--- config.mk ---
export PLATFORM = sky130hd
export DESIGN_NAME = sd_cmd_sequencer
export DESIGN_NICKNAME = d
export VERILOG_FILES = /design/src/rtl/sd_cmd_sequencer.sv
export SDC_FILE = /design/constraint.sdc
export NUM_CORES = 1
export LEC_CHECK = 0
export BUFFER_PORTS_ARGS = -buffer_cell sky130_fd_sc_hd__buf_4
export CAP_MARGIN = 10
export CORE_UTILIZATION = 44
export DETAILED_ROUTE_END_ITERATION = 6
export MAX_ROUTING_LAYER = met4
export PLACE_DENSITY = 0.78
export SLEW_MARGIN = 10
export SYNTH_ARGS = -nofsm -noshare
export SYNTH_HDL_FRONTEND = slang
export SYNTH_SLANG_ARGS = --single-unit
export TNS_END_PERCENT = 5
--- constraint.sdc ---
create_clock -name clk -period 1.65 [get_ports clk]
set_clock_uncertainty 0.1 [all_clocks]
set_input_delay 0 -clock clk [delete_from_list [all_inputs] [get_ports clk]]
set_output_delay 0 -clock clk [all_outputs]
set_load 0.02 [all_outputs]
--- src/rtl/sd_cmd_sequencer.sv ---
`default_nettype none
// ============================================================================
// Module   : sd_cmd_sequencer
// Purpose  : Issues one SD command through the byte-wide register bus of the
//            SD host controller. The sequence is: clear the command ISR,
//            write the command and the argument (argument byte 0 last, since
//            it starts the command), wait a fixed gap, then poll the ISR
//            until complete/error or timeout. On success it reads resp0.
//            The result is then held on the rsp_* port until it is taken.
// Revision : 1.0 - initial release
// ----------------------------------------------------------------------------
// Parameters
//   POLL_TIMEOUT : polls made before the command is abandoned (rsp_timeout)
//   START_GAP    : idle cycles between the argument byte-0 write and the
//                  first poll
// Ports
//   clk, rst                 : clock, synchronous active-high reset
//   req_valid/req_ready      : command request handshake (ready only in IDLE)
//   req_cmd, req_arg         : command / argument register values
//   rsp_valid/rsp_ready      : result handshake; result held until taken
//   rsp_isr                  : last cmd_isr byte 0 seen while polling
//   rsp_timeout              : poll budget exhausted without complete/error
//   rsp_data                 : resp0 register contents
//   reg_we, reg_addr,
//   reg_wdata, reg_rdata     : register-bus master (one access per cycle;
//                              reg_rdata is combinational from reg_addr)
// Configuration macro
//   SD_SEQ_AUTO_CLR_EN : when defined, cmd_isr byte 0 is cleared for one
//                        cycle (ACK state) after the result handshake.
// ============================================================================

// Register map fallbacks, used when sd_defines.h has not been included.
`ifndef CMD_REG_SIZE
`define CMD_REG_SIZE 14
`endif
`ifndef ARGUMENT
`define ARGUMENT 8'h00
`endif
`ifndef COMMAND
`define COMMAND 8'h04
`endif
`ifndef RESP0
`define RESP0 8'h08
`endif
`ifndef CMD_ISR
`define CMD_ISR 8'h34
`endif

module sd_cmd_sequencer #(
    parameter int POLL_TIMEOUT = 65535,
    parameter int START_GAP    = 16
) (
    input  logic                     clk,
    input  logic                     rst,
    input  logic                     req_valid,
    output logic                     req_ready,
    input  logic [`CMD_REG_SIZE-1:0] req_cmd,
    input  logic [31:0]              req_arg,
    output logic                     rsp_valid,
    input  logic                     rsp_ready,
    output logic [7:0]               rsp_isr,
    output logic                     rsp_timeout,
    output logic [31:0]              rsp_data,
    output logic                     reg_we,
    output logic [6:0]               reg_addr,
    output logic [7:0]               reg_wdata,
    input  logic [7:0]               reg_rdata
);

    // Register byte offsets are word aligned, so the byte address is the
    // word part of the offset with the byte index in the two low bits.
    localparam logic [7:0] c_arg_off  = `ARGUMENT;
    localparam logic [7:0] c_cmd_off  = `COMMAND;
    localparam logic [7:0] c_resp_off = `RESP0;
    localparam logic [7:0] c_isr_off  = `CMD_ISR;

    localparam logic [6:0] c_isr_addr   = {c_isr_off[6:2],  2'd0};
    localparam logic [6:0] c_cmd0_addr  = {c_cmd_off[6:2],  2'd0};
    localparam logic [6:0] c_cmd1_addr  = {c_cmd_off[6:2],  2'd1};
    localparam logic [6:0] c_arg0_addr  = {c_arg_off[6:2],  2'd0};
    localparam logic [6:0] c_arg1_addr  = {c_arg_off[6:2],  2'd1};
    localparam logic [6:0] c_arg2_addr  = {c_arg_off[6:2],  2'd2};
    localparam logic [6:0] c_arg3_addr  = {c_arg_off[6:2],  2'd3};
    localparam logic [6:0] c_resp0_addr = {c_resp_off[6:2], 2'd0};
    localparam logic [6:0] c_resp1_addr = {c_resp_off[6:2], 2'd1};
    localparam logic [6:0] c_resp2_addr = {c_resp_off[6:2], 2'd2};
    localparam logic [6:0] c_resp3_addr = {c_resp_off[6:2], 2'd3};

    // Terminal counter values. The counter restarts at 0 on every state
    // change, so the last GAP cycle / last allowed poll is at value N-1.
    localparam logic [15:0] c_gap_last  = (START_GAP > 1) ? 16'(START_GAP - 1) : 16'd0;
    localparam logic [15:0] c_poll_last = (POLL_TIMEOUT > 65535) ? 16'hFFFF :
                                          (POLL_TIMEOUT > 1) ? 16'(POLL_TIMEOUT - 1) : 16'd0;

    typedef enum logic [3:0] {
        IDLE, CLR, CMD1, CMD0, ARG3, ARG2, ARG1, ARG0,
        GAP, POLL, RD0, RD1, RD2, RD3, DONE
`ifdef SD_SEQ_AUTO_CLR_EN
        , ACK
`endif
    } state_t;

    state_t                   r_state;
    state_t                   w_state_next;
    logic [15:0]              r_cnt;
    logic [`CMD_REG_SIZE-1:0] r_cmd;
    logic [31:0]              r_arg;
    logic [7:0]               r_isr;
    logic                     r_timeout;
    logic [31:0]              r_data;
    logic [15:0]              w_cmd_ext;
    logic                     w_poll_hit;
    logic                     w_poll_tmo;

    // Command bits above the register width go out as zero.
    assign w_cmd_ext  = 16'(r_cmd);
    // Complete (bit 0) or error (bit 1) both end polling the same way.
    assign w_poll_hit = (r_state == POLL) && (reg_rdata[1:0] != 2'b00);
    assign w_poll_tmo = (r_cnt >= c_poll_last);

    assign req_ready   = (r_state == IDLE);
    assign rsp_valid   = (r_state == DONE);
    assign rsp_isr     = r_isr;
    assign rsp_timeout = r_timeout;
    assign rsp_data    = r_data;

    always_ff @(posedge clk) begin
        if (rst) begin
            r_state <= IDLE;
        end else begin
            r_state <= w_state_next;
        end
    end

    always_comb begin
        w_state_next = r_state;
        reg_we       = 1'b0;
        reg_addr     = c_isr_addr;
        reg_wdata    = 8'h00;
        case (r_state)
            IDLE: begin
                if (req_valid) begin
                    w_state_next = CLR;
                end
            end
            CLR: begin
                reg_we       = 1'b1;
                w_state_next = CMD1;
            end
            CMD1: begin
                reg_we       = 1'b1;
                reg_addr     = c_cmd1_addr;
                reg_wdata    = w_cmd_ext[15:8];
                w_state_next = CMD0;
            end
            CMD0: begin
                reg_we       = 1'b1;
                reg_addr     = c_cmd0_addr;
                reg_wdata    = w_cmd_ext[7:0];
                w_state_next = ARG3;
            end
            ARG3: begin
                reg_we       = 1'b1;
                reg_addr     = c_arg3_addr;
                reg_wdata    = r_arg[31:24];
                w_state_next = ARG2;
            end
            ARG2: begin
                reg_we       = 1'b1;
                reg_addr     = c_arg2_addr;
                reg_wdata    = r_arg[23:16];
                w_state_next = ARG1;
            end
            ARG1: begin
                reg_we       = 1'b1;
                reg_addr     = c_arg1_addr;
                reg_wdata    = r_arg[15:8];
                w_state_next = ARG0;
            end
            ARG0: begin
                // Byte 0 starts the command in the controller.
                reg_we       = 1'b1;
                reg_addr     = c_arg0_addr;
                reg_wdata    = r_arg[7:0];
                w_state_next = (START_GAP > 0) ? GAP : POLL;
            end
            GAP: begin
                if (r_cnt == c_gap_last) begin
                    w_state_next = POLL;
                end
            end
            POLL: begin
                if (w_poll_hit) begin
                    w_state_next = RD0;
                end else if (w_poll_tmo) begin
                    w_state_next = DONE;
                end
            end
            RD0: begin
                reg_addr     = c_resp0_addr;
                w_state_next = RD1;
            end
            RD1: begin
                reg_addr     = c_resp1_addr;
                w_state_next = RD2;
            end
            RD2: begin
                reg_addr     = c_resp2_addr;
                w_state_next = RD3;
            end
            RD3: begin
                reg_addr     = c_resp3_addr;
                w_state_next = DONE;
            end
            DONE: begin
                if (rsp_ready) begin
`ifdef SD_SEQ_AUTO_CLR_EN
                    w_state_next = ACK;
`else
                    w_state_next = IDLE;
`endif
                end
            end
`ifdef SD_SEQ_AUTO_CLR_EN
            ACK: begin
                reg_we       = 1'b1;
                w_state_next = IDLE;
            end
`endif
            default: begin
                w_state_next = IDLE;
            end
        endcase
    end

    // Shared gap / poll counter: restarts on every state change and
    // saturates so very large poll budgets cannot wrap.
    always_ff @(posedge clk) begin
        if (rst) begin
            r_cnt <= 16'd0;
        end else if (w_state_next != r_state) begin
            r_cnt <= 16'd0;
        end else if (((r_state == GAP) || (r_state == POLL)) && (r_cnt != 16'hFFFF)) begin
            r_cnt <= r_cnt + 16'd1;
        end
    end

    // Request latch and result capture. Result fields are cleared on accept
    // so a timed-out command never reports data from an earlier one.
    always_ff @(posedge clk) begin
        if (rst) begin
            r_cmd     <= '0;
            r_arg     <= 32'd0;
            r_isr     <= 8'd0;
            r_timeout <= 1'b0;
            r_data    <= 32'd0;
        end else begin
            case (r_state)
                IDLE: begin
                    if (req_valid) begin
                        r_cmd     <= req_cmd;
                        r_arg     <= req_arg;
                        r_isr     <= 8'd0;
                        r_timeout <= 1'b0;
                        r_data    <= 32'd0;
                    end
                end
                POLL: begin
                    r_isr <= reg_rdata;
                    if (!w_poll_hit && w_poll_tmo) begin
                        r_timeout <= 1'b1;
                    end
                end
                RD0:     r_data[7:0]   <= reg_rdata;
                RD1:     r_data[15:8]  <= reg_rdata;
                RD2:     r_data[23:16] <= reg_rdata;
                RD3:     r_data[31:24] <= reg_rdata;
                default: ;
            endcase
        end
    end

endmodule
`default_nettype wire

==> flow_metrics.tcl, run 1 <==
set metrics [dict create \
    drv_slew 0 \
    status "complete, but fails checks" \
    clock-sinks 107 \
    cp-start-kind "flip-flop" \
    period_share 1.17 \
    vias_per_cell 5.44 \
    gr-usage-all-layers 0.281 \
    cp_slowest_cell "dfxtp_2" \
    critPathMaxFanout 9 \
    worstHoldStart "req_valid" \
    ys_warn_count 0 \
    path_cells "buf_8, mux2_2, a222oi_1, o21ai_1, buf_4" \
    grt_pass1_vias 5078 \
    p_total_w 0.00528 \
    ys_ff_latch 107 \
    violations "setup timing" \
    antenna_cells 0 \
    final_cells 947 \
    synth_edf_count 0 \
    fp-row-count 37 \
    worst-path-buf-inv 2 \
    grt_max_degree 92 \
    combPwrFrac 0.181 \
    critPathCaptureType "output port" \
    drt_wl_total_mm 15.0 \
    rsz0062_at_grt "yes" \
    fp.dieW_um 105 \
    grt_pass1_wl_mm 24.3 \
    die-area_um2 11100 \
    powerDensity_nw_per_um2 745 \
    power.share.sequential 0.518 \
    clock_path_buffers 2 \
    holdPathStages 5 \
    seq_area_frac_synth 0.455 \
    power.switching_w 0.00151 \
    path_clk_slew_ps 100 \
    postSynthAreaPerCell_um2 7.79 \
    num-nets-final 866 \
    dpl.hpwl_mm 9.71 \
    dr.pass1.iters 5 \
    layout_commonest_cell "buf_4" \
    start_util 0.456 \
    gp_congestion 0.947 \
    synthToLayoutAreaGrowth_pct 50.6 \
    r2r-start "r_state[2]$_SDFF_PP0_" \
    layout-drive-gt1-share 0.300 \
    vias 5156 \
    rrSetupSlack_ps -250 \
    fillers 747 \
    crit_cells 5 \
    critPathMaxStageDelay_ps 360 \
    clockRootBuffer "clkbuf_8" \
    core_area_um2 10300 \
    maxCapViolCount 0 \
    cts_tree "yes" \
    crit_required_ps 1550 \
    internal_power_w 0.00376 \
    num_io_pins 117 \
    hold_path.class "input pin to flip-flop" \
    crit_arrival_ps 1830 \
    r2r_cells 6 \
    critPathLaunch "r_state[1]$_SDFF_PP0_" \
    syn_area_um2 4700 \
    layout_min_cycle_time_ps 1930 \
    chipHeight_um 105 \
    ant_nets 0 \
    synth_ff_type "dfxtp_1" \
    synthArstFlopShare 0 \
    clock_latency_ps 360 \
    hold_viol 0 \
    final_cell_mix "buf_4, nand2_1, dfxtp_1" \
    htreeDepth 3 \
    grt_overflow 0 \
    power_leakage_nw 2.77 \
    io_buffers 115 \
    drtIter0Drc 361 \
    syn_inst 604 \
    cts_made_buffers 9 \
    power_switching_share 0.286 \
    ys_types 47 \
    holdPathEnd "r_state[0]$_SDFF_PP0_" \
    antenna_found_initial 0 \
    max_freq_mhz 517 \
    peakVddDrop_mv 0.457 \
    wl_per_cell_um 15.8 \
    crit_family "compound AO/OA/AOI/OAI gates" \
    crit_type "flip-flop to output port" \
    worstReg2RegEnd "r_cnt[13]$_SDFFE_PP0P_" \
    route.detailed.drc 0 \
    placed_cells 865 \
    setup_ws_ps -283 \
    p_clk_frac 0.301 \
    syn-num-nets 664 \
    hold_slack_ps 253 \
    setup_tns_ps -8050 \
    setup_viol 105 \
]
## power groups by stage
stage          Sequential [W]  Clock, W  Combinational [W]
3_5_place_dp          0.00279         0           0.000730
4_1_cts               0.00273   0.00160           0.000888
6_report              0.00273   0.00159           0.000955
3_3_place_gp          0.00279         0           0.000714
5_1_grt               0.00274   0.00169            0.00103
2_1_floorplan         0.00276         0           0.000412
## cells in the mapped netlist, drive strengths merged, types with 5 or more instances
| library cell | count | share of area |
|---|---|---|
| nand4 | 6 | 0.0093 |
| mux2i | 5 | 0.011 |
| nor2b | 8 | 0.011 |
| nor2 | 35 | 0.028 |
| nand3 | 53 | 0.056 |
| buf | 21 | 0.025 |
| xor2 | 5 | 0.0093 |
| clkbuf | 20 | 0.016 |
| a22oi | 7 | 0.011 |
| nor4 | 11 | 0.018 |
| nand2 | 155 | 0.12 |
| o21ai | 12 | 0.013 |
| xnor2 | 10 | 0.019 |
| and3 | 5 | 0.0066 |
| dfxtp | 107 | 0.46 |
| a21oi | 94 | 0.10 |
## metrics by stage
step                setup WS [ps]  utilization  area (um2)
detailed placement           -213        0.578        5970
global placement             -167        0.578        5970
floorplan                    -107            -        4710
finish                       -283        0.686        7080
CTS                          -280        0.671        6930
global route                 -329        0.686        7080
## tightest hold or removal path: cells and delay by family
family | cells | cell delay [ps]
buffers and inverters | 2 | 240
and+or+nand+nor | 1 | 190
AOI/OAI and AO/OA | 2 | 240
## layout make-up
class                      count  area (um2)  share of cell area
timing repair buffer         232        2050               0.289
multi-input combinational    452        2500               0.353
inverter                       4        17.5             0.00247
clock inverter                 6        56.3             0.00795
clock buffer                  10         138              0.0194
sequential                   107        2150               0.304
tap                          136         170              0.0240
## flip-flops by register name, indices dropped and copies added, names as in the netlist
signal and flops:
rsp_data 32, rsp_isr 8, r_arg 32, rsp_timeout 1, r_cmd 14, r_state 4
r_cnt 16
## worst max path at each step
stage	end	slack [ps]
3_5_place_dp	r_cnt[1]$_SDFFE_PP0P_	-210
3_3_place_gp	r_cnt[1]$_SDFFE_PP0P_	-170
5_1_grt	reg_wdata[1]	-330
2_1_floorplan	r_cnt[3]$_SDFFE_PP0P_	-110
4_1_cts	reg_wdata[2]	-280
6_report	reg_wdata[0]	-280
## per-layer routing
metal / track usage / vias to the layer above / part of all wire
li1: - / 2482 / -
met3: 0.0396 / 59 / 0.053
met1: 0.332 / 2398 / 0.41
met5: - / - / 0
met2: 0.472 / 217 / 0.50
met4: 0.131 / 0 / 0.039
## what timing repair did
action	CTS	global route
gates resized for setup	29	40
endpoints found under the hold margin	89	1
setup buffers	6	2
cloned	2	0
setup endpoints to repair	78	120
hold buffers	55	1
pin swaps	17	4
## kinds of logic after synthesis
family | synth area share
multiplexers | 0.0202
flip-flops | 0.455
XOR/XNOR | 0.0279
buffers and inverters | 0.0439
adder cells (fa/ha/maj) | 0.00532
other | 0.000797
AO/OA/AOI/OAI | 0.160
AND/OR/NAND/NOR | 0.287
No activity file was read; power rests on OpenSTA's default activity.
==> run 2: changes to the inputs <==
Settings changed: SKIP_CTS_REPAIR_TIMING set to 1.
==> run 2 against run 1 <==
Non-clock buffer count is 2 higher. Core utilization up 0.44 points. Critical path depth grew 1. Clock power about the same. Count of clock-buffer cells in the layout is the same. Final area is 0.64% higher. Global-route usage down 3.2 points. Sequential power barely moved. The flow still finishes with violations (setup timing).
==> flow_metrics.tcl, run 2 (same netlist as run 1, synthesis figures left out) <==
set metrics [dict create \
    status "complete, but fails checks" \
    violations "setup timing" \
    htreeDepth 3 \
    grt_max_degree 92 \
    vias_per_cell 5.56 \
    core_area_um2 10300 \
    met2_usage 0.406 \
    drtIter0Drc 456 \
    fin_util 0.690 \
    gp_congestion 0.947 \
    synthToLayoutAreaGrowth_pct 51.5 \
    period_share 1.18 \
    busiest_layer "met2" \
    dpl.hpwl_mm 9.71 \
    met3_usage 0.0328 \
    holdPathStages 5 \
    drv_slew 0 \
    critPathCaptureType "output port" \
    clock-sinks 107 \
    wl_per_cell_um 16.5 \
    grt_use_met1 0.314 \
    start_util 0.456 \
    setup_ws_ps -289 \
    clock_path_buffers 2 \
    vias 5284 \
    powerDensity_nw_per_um2 745 \
    die-area_um2 11100 \
    layout_commonest_cell "buf_4" \
    setup_tns_ps -6580 \
    cts_made_buffers 9 \
    path_clk_slew_ps 100 \
    antenna_found_initial 0 \
    dr.pass1.iters 5 \
    num-nets-final 869 \
    crit_type "flip-flop to output port" \
    hold_path.class "input pin to flip-flop" \
    clock_latency_ps 360 \
    fp.dieW_um 105 \
    setup_viol 45 \
    grt_pass1_wl_mm 21.5 \
    final_cell_mix "buf_4, nand2_1, dfxtp_1" \
    critPathLaunch "r_state[0]$_SDFF_PP0_" \
    crit_arrival_ps 1840 \
    hold_viol 0 \
    ant_nets 0 \
    num_io_pins 117 \
    route.detailed.drc 0 \
    worstHoldStart "reg_rdata[0]" \
    fp-row-count 37 \
    chipHeight_um 105 \
    antenna_cells 0 \
    p_total_w 0.00531 \
    critPathMaxStageDelay_ps 400 \
    grt_pass1_vias 4431 \
    cp_slowest_cell "dfxtp_4" \
    layout_min_cycle_time_ps 1940 \
    postLayoutCellArea_um2 7130 \
    cts_tree "yes" \
    fillers 737 \
    detailed_place.area_um2 5970 \
    peakVddDrop_mv 0.484 \
    r2r-start "r_state[2]$_SDFF_PP0_" \
    rsz0062_at_grt "yes" \
    crit_required_ps 1550 \
    power_leakage_nw 2.79 \
    cp-start-kind "flip-flop" \
    clockRootBuffer "clkbuf_8" \
    layout-drive-gt1-share 0.313 \
    io_buffers 115 \
    maxCapViolCount 0 \
    r2r_cells 7 \
    gr-usage-all-layers 0.249 \
    drt_wl_total_mm 15.7 \
    grt_overflow 0 \
    critPathMaxFanout 7 \
    max_freq_mhz 516 \
    place_ws_ps -213 \
    path_cells "buf_6, and2_4, a22o_1, a222oi_1, o21ai_1, buf_4" \
]
run 2: worst paths after layout:
check	to	slack (ps)
worst max-delay path	reg_wdata[2]	-290
worst min-delay path	r_state[0]$_SDFF_PP0_	3
worst max register to register	r_cnt[6]$_SDFFE_PP0P_	-290
worst min register to register	r_arg[4]$_SDFFE_PP0P_	370
run 2: where the power goes:
group | internal [W] | switching (W) | total [W]
sequential | 0.00267 | 0.0000648 | 0.00274
clock | 0.000618 | 0.000973 | 0.00159
combinational | 0.000480 | 0.000502 | 0.000981
total | 0.00377 | 0.00154 | 0.00531
run 2: final cells by class:
type	count	area (um2)	share of cell area
Inverter	4	15.0	0.00211
Sequential cell	107	2150	0.302
Clock buffer	10	138	0.0193
Timing Repair Buffer	234	2010	0.282
Tap cell	136	170	0.0239
Clock inverter	6	56.3	0.00790
Multi-Input combinational cell	453	2590	0.363
run 2: critical path: cells and delay by family, from the launching register on:
| kind | cells | cell delay [ps] |
|---|---|---|
| AOI/OAI and AO/OA | 3 | 630 |
| DFF | 1 | 400 |
| buffers and inverters | 2 | 300 |
| and+or+nand+nor | 1 | 150 |
run 2: per-layer routing:
metal | wire length [um] | part of all wire
met1 | 6220 | 0.40
met2 | 7980 | 0.51
met3 | 1070 | 0.068
met4 | 439 | 0.028
met5 | 0 | 0
run 2: per-stage QoR:
step           hold WS (ps)  cells
6_report               2.69    950
5_1_grt                24.8    950
4_1_cts                -247    881
3_5_place_dp            157    865
3_3_place_gp            149    865
2_1_floorplan          36.0    604
